## src/rtl/mem_arb_pkg.sv

```systemverilog
// Shared encodings and width helpers for the two-port cache/memory arbiter.
package mem_arb_pkg;

   typedef enum logic [2:0] {
      IDLE = 3'd0,
      BUSY = 3'd1,
      DONE = 3'd2
   } state_e;

   typedef enum logic {
      RD = 1'b0,
      WR = 1'b1
   } op_e;

   // Block width in bits: 2**block_log2 words of line_size bits each.
   function automatic int unsigned block_width(input int unsigned line_size,
                                               input int unsigned block_log2);
      return (32'd1 << block_log2) * line_size;
   endfunction

   // Block address width: byte address minus word-in-block and byte-in-word bits.
   function automatic int unsigned addr_width(input int unsigned addr_size,
                                              input int unsigned block_log2);
      return addr_size - block_log2 - 32'd2;
   endfunction

endpackage

```

## src/rtl/mem_arb_pick.sv

```systemverilog
// Combinational 2-way request picker.
// Policy selected by MEM_ARB_RR_EN: round-robin when defined, port 1 priority otherwise.
module mem_arb_pick (
   input  logic [1:0] req,
   input  logic       last_grant,
   output logic       grant,
   output logic       valid
);

   assign valid = |req;

`ifdef MEM_ARB_RR_EN
   // On a tie the port that was not granted last time wins.
   assign grant = (&req) ? ~last_grant : req[1];
`else
   logic unused_last_grant;
   assign unused_last_grant = last_grant;
   assign grant             = req[1];
`endif

endmodule

```

## src/rtl/mem_arbiter.sv

```systemverilog
// Serialises instruction-cache (port 0) and data-cache (port 1) block transfers
// onto one memory interface. MEM_ARB_RR_EN selects round-robin arbitration.
module mem_arbiter
   import mem_arb_pkg::*;
#(
   parameter  int unsigned c_line_size  = 32,
   parameter  int unsigned c_block_size = 2,
   parameter  int unsigned address_size = 32,
   localparam int unsigned block_w      = block_width(c_line_size, c_block_size),
   localparam int unsigned addr_w       = addr_width(address_size, c_block_size)
) (
   input  logic               clk_i,
   input  logic               reset_ni,

   input  logic               p0_read_i,
   input  logic               p0_wr_i,
   input  logic [addr_w-1:0]  p0_address_i,
   input  logic [block_w-1:0] p0_write_data_i,
   output logic               p0_busywait_o,
   output logic [block_w-1:0] p0_read_data_o,
   output logic               p0_read_done_o,
   output logic               p0_write_done_o,

   input  logic               p1_read_i,
   input  logic               p1_wr_i,
   input  logic [addr_w-1:0]  p1_address_i,
   input  logic [block_w-1:0] p1_write_data_i,
   output logic               p1_busywait_o,
   output logic [block_w-1:0] p1_read_data_o,
   output logic               p1_read_done_o,
   output logic               p1_write_done_o,

   output logic               m_read_o,
   output logic               m_wr_o,
   output logic [addr_w-1:0]  m_address_o,
   output logic [block_w-1:0] m_write_data_o,
   input  logic               m_busywait_i,
   input  logic [block_w-1:0] m_read_data_i,
   input  logic               m_read_done_i,
   input  logic               m_write_done_i
);

   state_e              state_q;
   op_e                 op_q;
   logic                grant_q;
   logic [addr_w-1:0]   addr_q;
   logic [block_w-1:0]  wdata_q;
   logic                last_grant_c;
   logic                pick_grant_c;
   logic                pick_valid_c;
   logic                mem_done_c;
   logic [1:0]          req_c;

   assign req_c = {p1_read_i | p1_wr_i, p0_read_i | p0_wr_i};

`ifdef MEM_ARB_RR_EN
   logic last_grant_q;
   assign last_grant_c = last_grant_q;

   always_ff @(posedge clk_i or negedge reset_ni) begin
      if (!reset_ni) begin
         last_grant_q <= 1'b1;
      end else if (state_q == IDLE && pick_valid_c) begin
         last_grant_q <= pick_grant_c;
      end
   end
`else
   assign last_grant_c = 1'b1;
`endif

   mem_arb_pick u_pick (
      .req        (req_c),
      .last_grant (last_grant_c),
      .grant      (pick_grant_c),
      .valid      (pick_valid_c)
   );

   // Memory completion for the latched op; busywait masks a done that arrives early.
   assign mem_done_c = !m_busywait_i &&
                       ((op_q == WR) ? m_write_done_i : m_read_done_i);

   // Arbiter FSM with registered grant, transaction latches, read data and done pulses.
   always_ff @(posedge clk_i or negedge reset_ni) begin
      if (!reset_ni) begin
         state_q         <= IDLE;
         op_q            <= RD;
         grant_q         <= 1'b0;
         addr_q          <= '0;
         wdata_q         <= '0;
         p0_read_data_o  <= '0;
         p1_read_data_o  <= '0;
         p0_read_done_o  <= 1'b0;
         p0_write_done_o <= 1'b0;
         p1_read_done_o  <= 1'b0;
         p1_write_done_o <= 1'b0;
      end else begin
         p0_read_done_o  <= 1'b0;
         p0_write_done_o <= 1'b0;
         p1_read_done_o  <= 1'b0;
         p1_write_done_o <= 1'b0;
         case (state_q)
            IDLE: begin
               if (pick_valid_c) begin
                  grant_q <= pick_grant_c;
                  op_q    <= (pick_grant_c ? p1_wr_i : p0_wr_i) ? WR : RD;
                  addr_q  <= pick_grant_c ? p1_address_i : p0_address_i;
                  wdata_q <= pick_grant_c ? p1_write_data_i : p0_write_data_i;
                  state_q <= BUSY;
               end
            end
            BUSY: begin
               if (mem_done_c) begin
                  if (op_q == RD) begin
                     if (grant_q) begin
                        p1_read_data_o <= m_read_data_i;
                        p1_read_done_o <= 1'b1;
                     end else begin
                        p0_read_data_o <= m_read_data_i;
                        p0_read_done_o <= 1'b1;
                     end
                  end else begin
                     if (grant_q) begin
                        p1_write_done_o <= 1'b1;
                     end else begin
                        p0_write_done_o <= 1'b1;
                     end
                  end
                  state_q <= DONE;
               end
            end
            DONE: begin
               state_q <= IDLE;
            end
            default: begin
               state_q <= IDLE;
            end
         endcase
      end
   end

   // Strobes decode the registered state so they fall as soon as reset asserts.
   assign m_read_o       = (state_q == BUSY) && (op_q == RD) && !m_read_done_i;
   assign m_wr_o         = (state_q == BUSY) && (op_q == WR) && !m_write_done_i;
   assign m_address_o    = addr_q;
   assign m_write_data_o = wdata_q;

   assign p0_busywait_o = reset_ni && req_c[0] && !(state_q == DONE && !grant_q);
   assign p1_busywait_o = reset_ni && req_c[1] && !(state_q == DONE &&  grant_q);

endmodule

```

## config.mk

```make
export PLATFORM = sky130hd
export DESIGN_NAME = mem_arbiter
export DESIGN_NICKNAME = d
export VERILOG_FILES = /design/src/rtl/mem_arb_pkg.sv /design/src/rtl/mem_arb_pick.sv /design/src/rtl/mem_arbiter.sv
export SDC_FILE = /design/constraint.sdc
export NUM_CORES = 1
export LEC_CHECK = 0
export BUFFER_PORTS_ARGS = -buffer_cell sky130_fd_sc_hd__buf_2
export CORE_AREA = 10 10 329 331
export CTS_CLUSTER_DIAMETER = 120
export DETAILED_ROUTE_END_ITERATION = 6
export DIE_AREA = 0 0 339 341
export HOLD_SLACK_MARGIN = 0.1
export SLEW_MARGIN = 20
export SYNTH_ARGS = -nofsm -noshare
export SYNTH_HDL_FRONTEND = slang
export SYNTH_SLANG_ARGS = --single-unit
```

## constraint.sdc

```tcl
create_clock -name clk_i -period 2.26 [get_ports clk_i]
set_input_delay 0.678 -clock clk_i [delete_from_list [all_inputs] [get_ports clk_i]]
set_output_delay 0.678 -clock clk_i [all_outputs]
set_load 0.02 [all_outputs]
```

# Yosys cells after proc, flatten, opt, wreduce, memory -nomap -nowiden

Index checks and enable logic that the tools add are counted.
Widths: inputs -> output; s select.

Register bits: 421
Input bits: 449
Output and inout port bits: 420

Equal/unequal tests: 4
Muxes and demuxes: 22
Bitwise logic cells: 4
Reduce and logical (&&, ||, !) cells: 23

Operator list:

| kind               | count |
|---|---|
| $mux 128           | 1 |
| $mux 28            | 1 |
| $mux 1             | 17 |
| $logic_and 1x1->1  | 11 |
| $reduce_and 4->1   | 2 |
| $logic_not 1->1    | 6 |
| $mux 3             | 2 |
| $pmux 3 s2         | 1 |
| $ne 2x2->1 const B | 2 |
| $reduce_and 2->1   | 2 |
| $eq 3x1->1 const B | 1 |
| $eq 3x2->1 const B | 1 |
| $logic_not 3->1    | 1 |
| $not 1->1          | 2 |
| $or 1x1->1         | 2 |
| $reduce_or 2->1    | 1 |

# Logic depth before layout (Yosys ltp)

Gate-level depths: netlist of run 1.

Word-level depth: 4
Depth in mapped cells: 6
Depth with buffers taken out: 3

# Cells and area by module

Synthesis of run 1 repeated with hierarchy kept, for this count alone.

Cell total of the unflattened synthesis: 1253
Area, all modules: 17350.4 um^2

By module, submodules not included:

| module       | times used | cells an instance | area each (um^2) |
|---|---|---|---|
| mem_arbiter  | 1          | 1251              | 17336.6 |
| mem_arb_pick | 1          | 2                 | 13.8 |

# Least setup slack after synthesis of run 1

Ideal clock, no wire load.

Path type: input-to-reg
Start point: input port p1_read_i
End point: register wdata_q[105], in the netlist m_write_data_o[105]
Setup time: 0.125 ns
Arrival: 2.113 ns
Required time: 2.135 ns
Setup slack: 0.022 ns
Cell stages on the path: 5
Path buffers: 2
Cells stage by stage: nor2_1 > clkbuf_1 > buf_1 > mux2_2 > mux2_2

Word-level cells in the longest chain between the ends: 3
Elaborated cells on any way between the ends: 4
Classes of those cells: 1 x mux; 1 x bitwise; 2 x reduce/logical

Ends and longest elaborated chain:

| item                              | line               | source |
|---|---|---|
| from (decl)                       | mem_arbiter.sv:24  | `input logic p1_read_i,` |
| $or 1x1->1 *                      | mem_arbiter.sv:54  | `assign req_c = {p1_read_i \| p1_wr_i, p0_read_i \| p0_wr_i};` |
| $reduce_or 2->1                   | mem_arb_pick.sv:10 | `assign valid = \|req;` |
| $reduce_and 2->1 (no source line) | -                  |  |
| to (signal assigned)              | mem_arbiter.sv:107 | `wdata_q <= pick_grant_c ? p1_write_data_i : p0_write_data_i;` |
| to (decl)                         | mem_arbiter.sv:47  | `logic [block_w-1:0] wdata_q;` |

Mark *: on every way between the ends. The rest lies on a longest branch, timed or not.
A chain may end at the register's enable or synchronous reset.

# Final worst setup path of run 1

Start point: register state_q[1]
End point: output port p0_busywait_o

Word-level cells in the longest chain between the ends: 4

Ends and longest elaborated chain:

| item                   | line               | source |
|---|---|---|
| from (decl)            | mem_arbiter.sv:43  | `state_e state_q;` |
| from (signal assigned) | mem_arbiter.sv:85  | `state_q <= IDLE;` |
| from (signal assigned) | mem_arbiter.sv:108 | `state_q <= BUSY;` |
| from (signal assigned) | mem_arbiter.sv:128 | `state_q <= DONE;` |
| $eq 3x2->1             | mem_arbiter.sv:147 | `assign p0_busywait_o = reset_ni && req_c[0] && !(state_q == DONE && !grant_q);` |
| $logic_and 1x1->1      | mem_arbiter.sv:147 |  |
| $logic_not 1->1        | mem_arbiter.sv:147 |  |
| $logic_and 1x1->1      | mem_arbiter.sv:147 |  |
| to (decl)              | mem_arbiter.sv:19  | `output logic p0_busywait_o,` |

No other way between the ends.

==> results.py, run 1 <==
metrics = {
    "yosys": {
        "yosys_most_used_dff": "dfrtp_1",
        "synth_commonest_cells": "459 x mux2_2, 420 x dfrtp_1, 109 x mux2_4",
        "synth.most_common_cell": "mux2_2",
        "synth_warnings": 0,
        "synth_seq_cells": 420,
        "yosysTopAreaCellShare": 0.589,
        "syn_nets": 1528,
        "syn_area_per_cell_sq_um": 16.5,
        "synth_cell_types": 22,
        "yosys.area.top_type": "dfrtp_1",
        "ys_seq_area_frac": 0.589,
        "synth_edf_count": 0,
        "synthArstFlopShare": 1.00,
        "syn_area_sq_um": 17900,
        "synthTopCellsByArea": "dfrtp_1 59%, mux2_2 29%, mux2_4 9.2%",
        "syn_inst": 1079,
    },
    "pwr": {
        "ir_drop_v": 0.000708,
        "p_leak_nw": 12.9,
        "powerDensity_nw_per_um2": 1440,
    },
    "grt": {
        "grt-busiest-layer": "met2",
        "overflow": 0,
        "use_met3": 0.0508,
        "grt_pass1_vias": 14100,
        "grt_max_degree": 125,
        "use_met1": 0.132,
        "antenna_found_initial": 20,
        "use_met2": 0.187,
        "grt_usage": 0.114,
        "grt_pass1_wl_um": 99500,
    },
    "setup_path": {
        "reg2reg_depth": 5,
        "criticalPathCategory": "register to output pin",
        "ff2ff_setup_slack_ns": 0.11,
        "required_ns": 1.58,
        "regToRegEndpoint": "p0_read_data_o[126]",
        "crit_arrival_ns": 1.63,
        "crit_fanout": 3,
        "r2r-start": "state_q[1]",
        "setup.worst_path.start_class": "register",
        "end_kind": "output pin",
    },
    "layout": {
        "syn2layout_area_growth_pct": 46.0,
        "nets": 2467,
        "final_util": 0.257,
        "final_layout_size_suffix_gt1_frac": 0.783,
    },
    "floorplan": {
        "dieWidth_um": 339,
        "fp.dieArea_sq_um": 116000,
        "start_util": 0.176,
        "row_count": 117,
        "core_area_sq_um": 101000,
        "die_h_um": 341,
        "io_pins": 869,
    },
    "hold_path": {
        "min_path_type": "primary input to asynchronous set/reset pin",
    },
    "detailed_routing": {
        "post_drt_via_cell_ratio": 3.72,
        "wl_per_cell_um": 20.5,
        "drc": 0,
        "via_count": 12800,
        "antenna_left": 0,
        "dr.pass1.iters": 4,
        "routed_wl_um": 70300,
        "first_iter_violations": 502,
    },
    "clock_network": {
        "clock_sink_count": 420,
        "clk_pin_slew_worst_paths_ns": 0.06,
        "cts_made_buffers": 48,
        "cts_max_level": 2,
        "clock_latency_ns": 0.60,
        "cts_tree": "yes",
        "cts_buffer_depth": 3,
        "root_buffer": "clkbuf_16",
    },
    "sta": {
        "worstMarginPinSlew_ns": 0.774,
        "rsz0062_at_grt": "true",
        "layout_setup_ws_ns": -0.0440,
        "fin_crit_sh": 1.02,
        "max_slew_margin": 0.484,
        "max_freq_mhz": 434,
        "final-max-slew-violation-count": 0,
        "setup_viol": 2,
        "period_needed_ns": 2.30,
        "timing.final.hold_violations": 0,
        "fin_skew_ns": 0.0146,
    },
    "status": {
        "status": "complete, but fails checks",
        "violations": "setup timing",
    },
    "placed_design": {
        "hpwl_um": 57800,
        "port_buffers": 868,
        "gp_congestion": 0.848,
        "pre_cts_ws_ns": -0.0133,
    },
    "job": {
        "max-cap-violations": 0,
    },
}
-- repair_timing --
action | CTS | global route
setup buffers | 5 | 1
gates cloned | 0 | 0
endpoints found under the hold margin | 45 | 0
gates resized for setup | 14 | 5
setup endpoints to repair | 4 | 3
pin swaps | 0 | 1
hold buffers | 1 | 0
-- cell type report --
cell class	count	area [sq um]
Fill cell	10600	75400
Antenna cell	11	27.5
Timing Repair Buffer	953	5180
Inverter	5	18.8
Multi-Input combinational cell	590	7030
Clock buffer	68	1410
Sequential cell	420	10500
Tap cell	1368	1710
Clock inverter	18	181
-- cell usage in the layout, fill, tap and decap left out, types with 8 or more instances in the layout --
master,n
clkbuf_16,49
clkinv_2,10
clkbuf_1,8
dfrtp_1,418
buf_12,13
buf_4,71
mux2_2,459
buf_2,863
diode_2,11
mux2_4,109
clkbuf_8,11
-- worst max-delay path, cell delays in order, from the launching register on --
cell,delay (ns)
dfrtp_1,0.39
buf_4,0.14
buf_4,0.15
a31oi_2,0.17
buf_4,0.18
-- per-layer routing --
| metal | routed length (um) | vias to the layer above | part of all wire |
|---|---|---|---|
| met2 | 33600 | 566 | 0.48 |
| li1 | - | 5759 | - |
| met5 | 86 | - | 0.0012 |
| met1 | 27000 | 6331 | 0.38 |
| met3 | 7590 | 113 | 0.11 |
| met4 | 1970 | 14 | 0.028 |
-- kinds of logic (layout without fill, tap and decap cells) --
| group | Yosys count | after routing | synth area share |
|---|---|---|---|
| buffers and inverters | 69 | 1044 | 0.0223 |
| multiplexers | 570 | 570 | 0.382 |
| AO/OA/AOI/OAI | 9 | 9 | 0.00301 |
| AND/OR/NAND/NOR | 11 | 11 | 0.00392 |
| other | 0 | 11 | 0 |
| flip-flops | 420 | 420 | 0.589 |
-- per-stage QoR --
| step | std cells | setup TNS (ns) | cell area, sq um | hold WS [ns] | power (mW) |
|---|---|---|---|---|---|
| 3_3_place_gp | 3330 | 0 | 24300 | 0.483 | 29.6 |
| 5_1_grt | 3425 | -0.346 | 26000 | 0.257 | 39.5 |
| 2_1_floorplan | 1079 | 0 | 17900 | 0.382 | 22.8 |
| 6_report | 3433 | -0.0767 | 26100 | 0.212 | 37.5 |
| 4_1_cts | 3422 | -0.201 | 26000 | 0.196 | 38.1 |
| 3_5_place_dp | 3330 | -0.115 | 24300 | 0.486 | 29.8 |
-- flip-flops by register name, summed over array words and instances, names as in the netlist --
register	flops
p1_write_done_o	1
p0_read_data_o	128
p0_write_done_o	1
p1_read_data_o	128
grant_q	1
state_q	2
m_write_data_o	128
m_address_o	28
p1_read_done_o	1
op_q	1
p0_read_done_o	1
-- report_power, final --
group | switching [mW] | internal, mW | leakage, nW
combinational | 9.27 | 7.16 | 6.99
sequential | 2.02 | 11.1 | 5.10
clock | 3.22 | 4.67 | 0.787
-- worst max path at each step --
stage / start / end / slack [ns]
6_report: state_q[1] / p0_busywait_o / -0.04
5_1_grt: state_q[1] / p0_busywait_o / -0.12
4_1_cts: state_q[1] / m_read_o / -0.12
3_5_place_dp: m_busywait_i / p0_read_data_o[65] / -0.01
3_3_place_gp: m_busywait_i / p0_read_data_o[65] / 0.003
2_1_floorplan: p1_read_i / m_write_data_o[105] / 0.02
(Power assumes the default switching activity.)
==> inputs of run 2 (changes only) <==
--- a/config.mk
+++ b/config.mk
@@ -10,7 +10,8 @@
 export CTS_CLUSTER_DIAMETER = 120
 export DETAILED_ROUTE_END_ITERATION = 6
 export DIE_AREA = 0 0 339 341
-export HOLD_SLACK_MARGIN = 0.1
+export HOLD_SLACK_MARGIN = 0.05
+export REMOVE_ABC_BUFFERS = 1
 export SLEW_MARGIN = 20
 export SYNTH_ARGS = -nofsm -noshare
 export SYNTH_HDL_FRONTEND = slang
==> run 2 against run 1 <==
Effect of this change: the flow now finishes without violations; setup slack better by 0.11 ns; clock power grew 3.3%; clock skew is 0.010 ns higher; fmax up 5.2%; wire length is 23% higher; cell area is 0.64% higher; total power rose by 3.0%; non-clock buffer count rose by 3; highest routed layer unchanged.
==> results.py, run 2 (synthesized netlist as in run 1, its figures left out) <==
metrics = {
    "status": {
        "status": "finished, final reports clean",
    },
    "floorplan": {
        "core_area_sq_um": 101000,
        "fp.dieArea_sq_um": 116000,
        "dieWidth_um": 339,
        "io_pins": 869,
        "row_count": 117,
        "die_h_um": 341,
        "start_util": 0.176,
    },
    "placed_design": {
        "hpwl_um": 74300,
        "port_buffers": 868,
        "dp_cells": 3334,
        "gp_congestion": 0.837,
    },
    "clock_network": {
        "clock_sink_count": 420,
        "cts_made_buffers": 50,
        "root_buffer": "clkbuf_16",
        "cts_max_level": 2,
        "cts_tree": "yes",
        "clock_latency_ns": 0.62,
        "clk_pin_slew_worst_paths_ns": 0.06,
        "cts_buffer_depth": 3,
    },
    "hold_path": {
        "min_path_type": "primary input to asynchronous set/reset pin",
    },
    "detailed_routing": {
        "post_drt_via_cell_ratio": 3.85,
        "via_count": 13300,
        "antenna_left": 0,
        "routed_wl_um": 86800,
        "wl_per_cell_um": 25.2,
        "first_iter_violations": 525,
        "drc": 0,
        "dr.pass1.iters": 4,
    },
    "setup_path": {
        "crit_fanout": 4,
        "ff2ff_setup_slack_ns": 0.09,
        "required_ns": 1.58,
        "crit_arrival_ns": 1.51,
        "end_kind": "output pin",
        "criticalPathCategory": "register to output pin",
        "setup.worst_path.start_class": "register",
    },
    "pwr": {
        "switching_share": 0.401,
        "internal-power_mw": 23.1,
        "p_clk_frac": 0.211,
        "p_leak_nw": 12.9,
        "p_sw_mw": 15.5,
        "ir_drop_v": 0.00104,
        "powerDensity_nw_per_um2": 1470,
        "comb_power_share": 0.448,
        "seq_power_share": 0.341,
    },
    "grt": {
        "grt_max_degree": 145,
        "overflow": 0,
        "grt_pass1_vias": 14300,
        "antenna_found_initial": 59,
        "grt_pass1_wl_um": 118000,
        "grt_usage": 0.143,
    },
    "sta": {
        "rsz0062_at_grt": "false",
        "timing.final.hold_violations": 0,
        "fin_crit_sh": 0.969,
        "fin_hold_ws_ns": 0.207,
        "max_freq_mhz": 457,
        "max_slew_margin": 0.399,
        "period_needed_ns": 2.19,
        "setup_viol": 0,
        "final-max-slew-violation-count": 0,
        "fin_skew_ns": 0.0248,
        "worstMarginPinSlew_ns": 0.901,
    },
    "layout": {
        "syn2layout_area_growth_pct": 46.9,
        "final_layout_size_suffix_gt1_frac": 0.786,
        "nets": 2472,
        "finalNonFillerCells": 3444,
        "final_cell_mix": "863 x buf_2, 459 x mux2_2, 419 x dfrtp_1",
        "final_common_cell": "buf_2",
    },
    "job": {
        "max-cap-violations": 0,
    },
}
-- run 2: cell count changes in the layout (fill, tap and decap cells not counted), sizes merged --
| cell | delta |
|---|---|
| diode | +8 |
| buf | +3 |
| clkinv | -2 |
| inv | +2 |
| bufinv | -1 |
| clkinvlp | +1 |
-- run 2: stage by stage --
stage	cell area [sq um]	TNS, ns	total power [mW]	util	setup WS (ns)
after floorplan	17500	-2364.10	22.7	-	-9.28
after global placement	24400	-1.11	30.6	0.241	-0.0252
after detailed placement	24400	-2.98	30.9	0.241	-0.0390
after CTS	26200	-0.157	39.4	0.258	-0.121
after global routing	26200	0	40.7	0.258	0.00227
final	26200	0	38.6	0.259	0.0703
-- run 2: repair_timing --
action	4_1_cts	5_1_grt
hold buffers	1	0
setup endpoints to repair	4	4
setup buffers	5	0
pin swaps	2	1
hold endpoints to repair	22	0
resized for setup	17	5
-- run 2: worst paths after layout --
| path | cells after the start | endpoint | startpoint |
|---|---|---|---|
| setup / recovery | 3 | m_read_o | state_q[1] |
| hold / removal | 2 | m_write_data_o[85] | reset_ni |
| setup reg to reg | 5 | p0_read_data_o[59] | state_q[1] |
| hold reg to reg | 1 | p0_read_data_o[79] | p0_read_data_o[79] |
| max in group asynchronous | 4 | m_write_data_o[80] | reset_ni |
| min in group clk_i | 2 | p0_read_data_o[5] | m_read_data_i[5] |
-- run 2: worst max-delay path: stages (launching register included) --
cell	delay [ns]
dfrtp_1	0.38
nand2b_4	0.17
nor3_4	0.18
buf_6	0.15
-- run 2: final cells by class --
cell class | instances | area [sq um]
fillers | 10700 | 75200
multi-input cells | 590 | 7030
clock buffers | 68 | 1440
diodes | 19 | 47.5
inverters | 5 | 21.3
clock inverters | 18 | 213
flip-flops and latches | 420 | 10500
repair buffers | 956 | 5260
well taps | 1368 | 1710
-- run 2: power groups by stage --
stage | clock (mW) | sequential [mW] | combinational (mW)
floorplan | 0 | 17.4 | 5.29
global route | 8.73 | 13.6 | 18.3
finish | 8.15 | 13.2 | 17.3
detailed placement | 0 | 13.2 | 17.7
CTS | 8.45 | 13.2 | 17.8
global placement | 0 | 13.2 | 17.5
-- run 2: routing by layer --
metal / track usage / vias to the layer above / routed length, um
met5: 0 / - / 104
met4: 0.0250 / 16 / 2000
met3: 0.0470 / 134 / 7180
met2: 0.245 / 652 / 42000
met1: 0.176 / 6664 / 35500
li1: - / 5794 / -
==> inputs of run 3 (changes only) <==
--- a/config.mk
+++ b/config.mk
@@ -6,10 +6,10 @@
 export NUM_CORES = 1
 export LEC_CHECK = 0
 export BUFFER_PORTS_ARGS = -buffer_cell sky130_fd_sc_hd__buf_2
-export CORE_AREA = 10 10 329 331
+export CORE_AREA = 10 10 331 333
 export CTS_CLUSTER_DIAMETER = 120
 export DETAILED_ROUTE_END_ITERATION = 6
-export DIE_AREA = 0 0 339 341
+export DIE_AREA = 0 0 341 343
 export HOLD_SLACK_MARGIN = 0.05
 export REMOVE_ABC_BUFFERS = 1
 export SLEW_MARGIN = 20
==> run 3 against run 2 <==
Effect of this change: the run now ends with setup timing left; clock power rose by 8.8%; first-iteration DRC count is 14% lower; via count shrank 0.56%; setup slack lost 0.074 ns; total power grew 2.2%; largest cell class unchanged; count of clock-buffer cells in the layout is 10 higher; register-to-register slack hardly changed; core utilization fell by 0.19 points; combinational power barely moved; fmax is 3.3% lower.
==> results.py, run 3 (synthesized netlist as in run 1, its figures left out) <==
metrics = {
    "layout": {
        "regArea_sq_um": 10500,
        "final_common_cell": "buf_2",
        "nFillCells": 10900,
        "multiInputGateArea_sq_um": 7030,
        "nets": 2476,
        "final_layout_size_suffix_gt1_frac": 0.784,
        "finalInstanceArea_sq_um": 26400,
        "syn2layout_area_growth_pct": 47.9,
        "final_cell_mix": "863 x buf_2, 459 x mux2_2, 419 x dfrtp_1",
    },
    "status": {
        "violations": "setup timing",
        "status": "complete, but fails checks",
    },
    "placed_design": {
        "port_buffers": 868,
        "gp_congestion": 0.817,
        "hpwl_um": 73900,
        "place_area_sq_um": 24400,
        "pre_cts_ws_ns": -0.0544,
    },
    "detailed_routing": {
        "antenna_left": 0,
        "first_iter_violations": 449,
        "via_count": 13200,
        "post_drt_via_cell_ratio": 3.82,
        "wl_per_cell_um": 25.4,
        "drc": 0,
        "dr.pass1.iters": 5,
        "routed_wl_um": 87800,
    },
    "clock_network": {
        "cts_made_buffers": 54,
        "cts_buffer_depth": 3,
        "clock_sink_count": 420,
        "root_buffer": "clkbuf_16",
        "cts_max_level": 2,
        "clk_pin_slew_worst_paths_ns": 0.06,
        "clock_latency_ns": 0.64,
        "cts_tree": "yes",
    },
    "grt": {
        "overflow": 0,
        "grt_pass1_wl_um": 117000,
        "grt_usage": 0.141,
        "grt_pass1_vias": 14300,
        "grt_max_degree": 102,
        "antenna_found_initial": 45,
    },
    "setup_path": {
        "reg2reg_depth": 7,
        "r2r-start": "op_q",
        "crit_fanout": 3,
        "criticalPathCategory": "register to output pin",
        "regToRegEndpoint": "p1_read_data_o[82]",
        "path_buf_inv": 2,
        "worst_path_max_delay_cell": "dfrtp_1",
        "crit_arrival_ns": 1.59,
        "end_kind": "output pin",
        "slowest_delay_ns": 0.39,
        "ff2ff_setup_slack_ns": 0.10,
        "endpoint": "m_wr_o",
        "cp-startpoint": "state_q[1]",
        "critPathTopFamily": "flip-flops",
        "cp_num_cells": 4,
        "crit_chain": "nand2b_4, nor3_2, buf_4, buf_6",
        "required_ns": 1.58,
        "setup.worst_path.start_class": "register",
    },
    "pwr": {
        "p_sw_mw": 15.9,
        "powerDensity_nw_per_um2": 1490,
        "ir_drop_v": 0.000831,
        "switching_share": 0.402,
        "comb_power_share": 0.441,
        "p_clk_frac": 0.225,
        "seq_power_share": 0.334,
        "internal-power_mw": 23.6,
        "p_leak_nw": 13.0,
    },
    "sta": {
        "rsz0062_at_grt": "true",
        "layout_setup_ws_ns": -0.00331,
        "final-max-slew-violation-count": 0,
        "setup_viol": 1,
        "fin_crit_sh": 1.00,
        "max_slew_margin": 0.515,
        "worstMarginPinSlew_ns": 0.728,
        "timing.final.hold_violations": 0,
        "fin_skew_ns": 0.0386,
        "period_needed_ns": 2.26,
        "max_freq_mhz": 442,
    },
    "hold_path": {
        "min_path_type": "primary input to register",
    },
    "floorplan": {
        "core_area_sq_um": 103000,
        "dieWidth_um": 341,
        "die_h_um": 343,
        "fp.dieArea_sq_um": 117000,
        "io_pins": 869,
        "start_util": 0.174,
        "row_count": 118,
    },
    "job": {
        "max-cap-violations": 0,
    },
}
==> run 3: cell count changes in the layout (fill, tap and decap cells not counted), moves of 2 or more <==
cell,before,now
clkinv_4,3,0
clkbuf_16,50,56
diode_2,19,6
clkbuf_1,6,12
inv_6,2,5
buf_4,70,66
buf_6,3,5
inv_8,1,5
==> run 3: cell type report <==
class,instances,area share
sequential,420,0.398
clock buffer,78,0.0595
antenna,6,0.000568
multi-input combinational,590,0.266
tap,1380,0.0654
inverter,5,0.000710
clock inverter,20,0.00928
timing repair buffer,956,0.201
==> run 3: layer usage <==
layer,vias up,global-route usage,part of all wire,wire length [um]
li1,5796,-,-,-
met1,6590,0.166,0.39,33900
met2,657,0.242,0.49,42800
met3,133,0.0574,0.11,9410
met4,10,0.0259,0.018,1620
met5,-,0,0.00080,70
==> run 3: metrics by stage <==
| step | instances | hold slack, ns | setup TNS [ns] | power, mW | utilization |
|---|---|---|---|---|---|
| floorplan | 1015 | 0.382 | -2364.10 | 22.7 | - |
| global placement | 3343 | 0.482 | -0.154 | 30.8 | 0.237 |
| detailed placement | 3343 | 0.486 | -2.35 | 31.0 | 0.237 |
| CTS | 3447 | 0.217 | -0.148 | 40.3 | 0.256 |
| global route | 3451 | 0.237 | -0.146 | 41.6 | 0.257 |
| finish | 3455 | 0.285 | -0.00331 | 39.4 | 0.257 |
==> run 3: worst reg2reg max path, cell delays in order (launching register included) <==
cell,delay (ns)
dfrtp_1,0.43
nand2b_1,0.21
buf_4,0.17
nor4_4,0.26
buf_12,0.18
buf_12,0.17
buf_12,0.22
mux2_2,0.37
==> run 3: worst min-delay path by stage <==
stage	start	endpoint	slack (ns)	cells after the start
finish	m_read_data_i[40]	p0_read_data_o[40]	0.28	2
global route	m_read_data_i[40]	p0_read_data_o[40]	0.24	2
detailed placement	p0_read_data_o[49]	p0_read_data_o[49]	0.49	1
global placement	m_write_data_o[123]	m_write_data_o[123]	0.48	1
floorplan	reset_ni	grant_q	0.38	0
CTS	m_read_data_i[40]	p0_read_data_o[40]	0.22	2
==> run 3: timing repair <==
item,in CTS,in global routing
pin swaps,1,3
resized for setup,14,6
setup endpoints to repair,4,14
hold buffers,1,0
cloned,0,1
hold endpoints to repair,37,0
setup buffers,5,1
==> run 3: power by group through the flow <==
stage               registers [mW]  logic (mW)  clock network (mW)
global route                  13.6        18.5                9.50
global placement              13.2        17.6                   0
finish                        13.2        17.4                8.87
floorplan                     17.4        5.29                   0
CTS                           13.2        17.9                9.22
detailed placement            13.2        17.8                   0
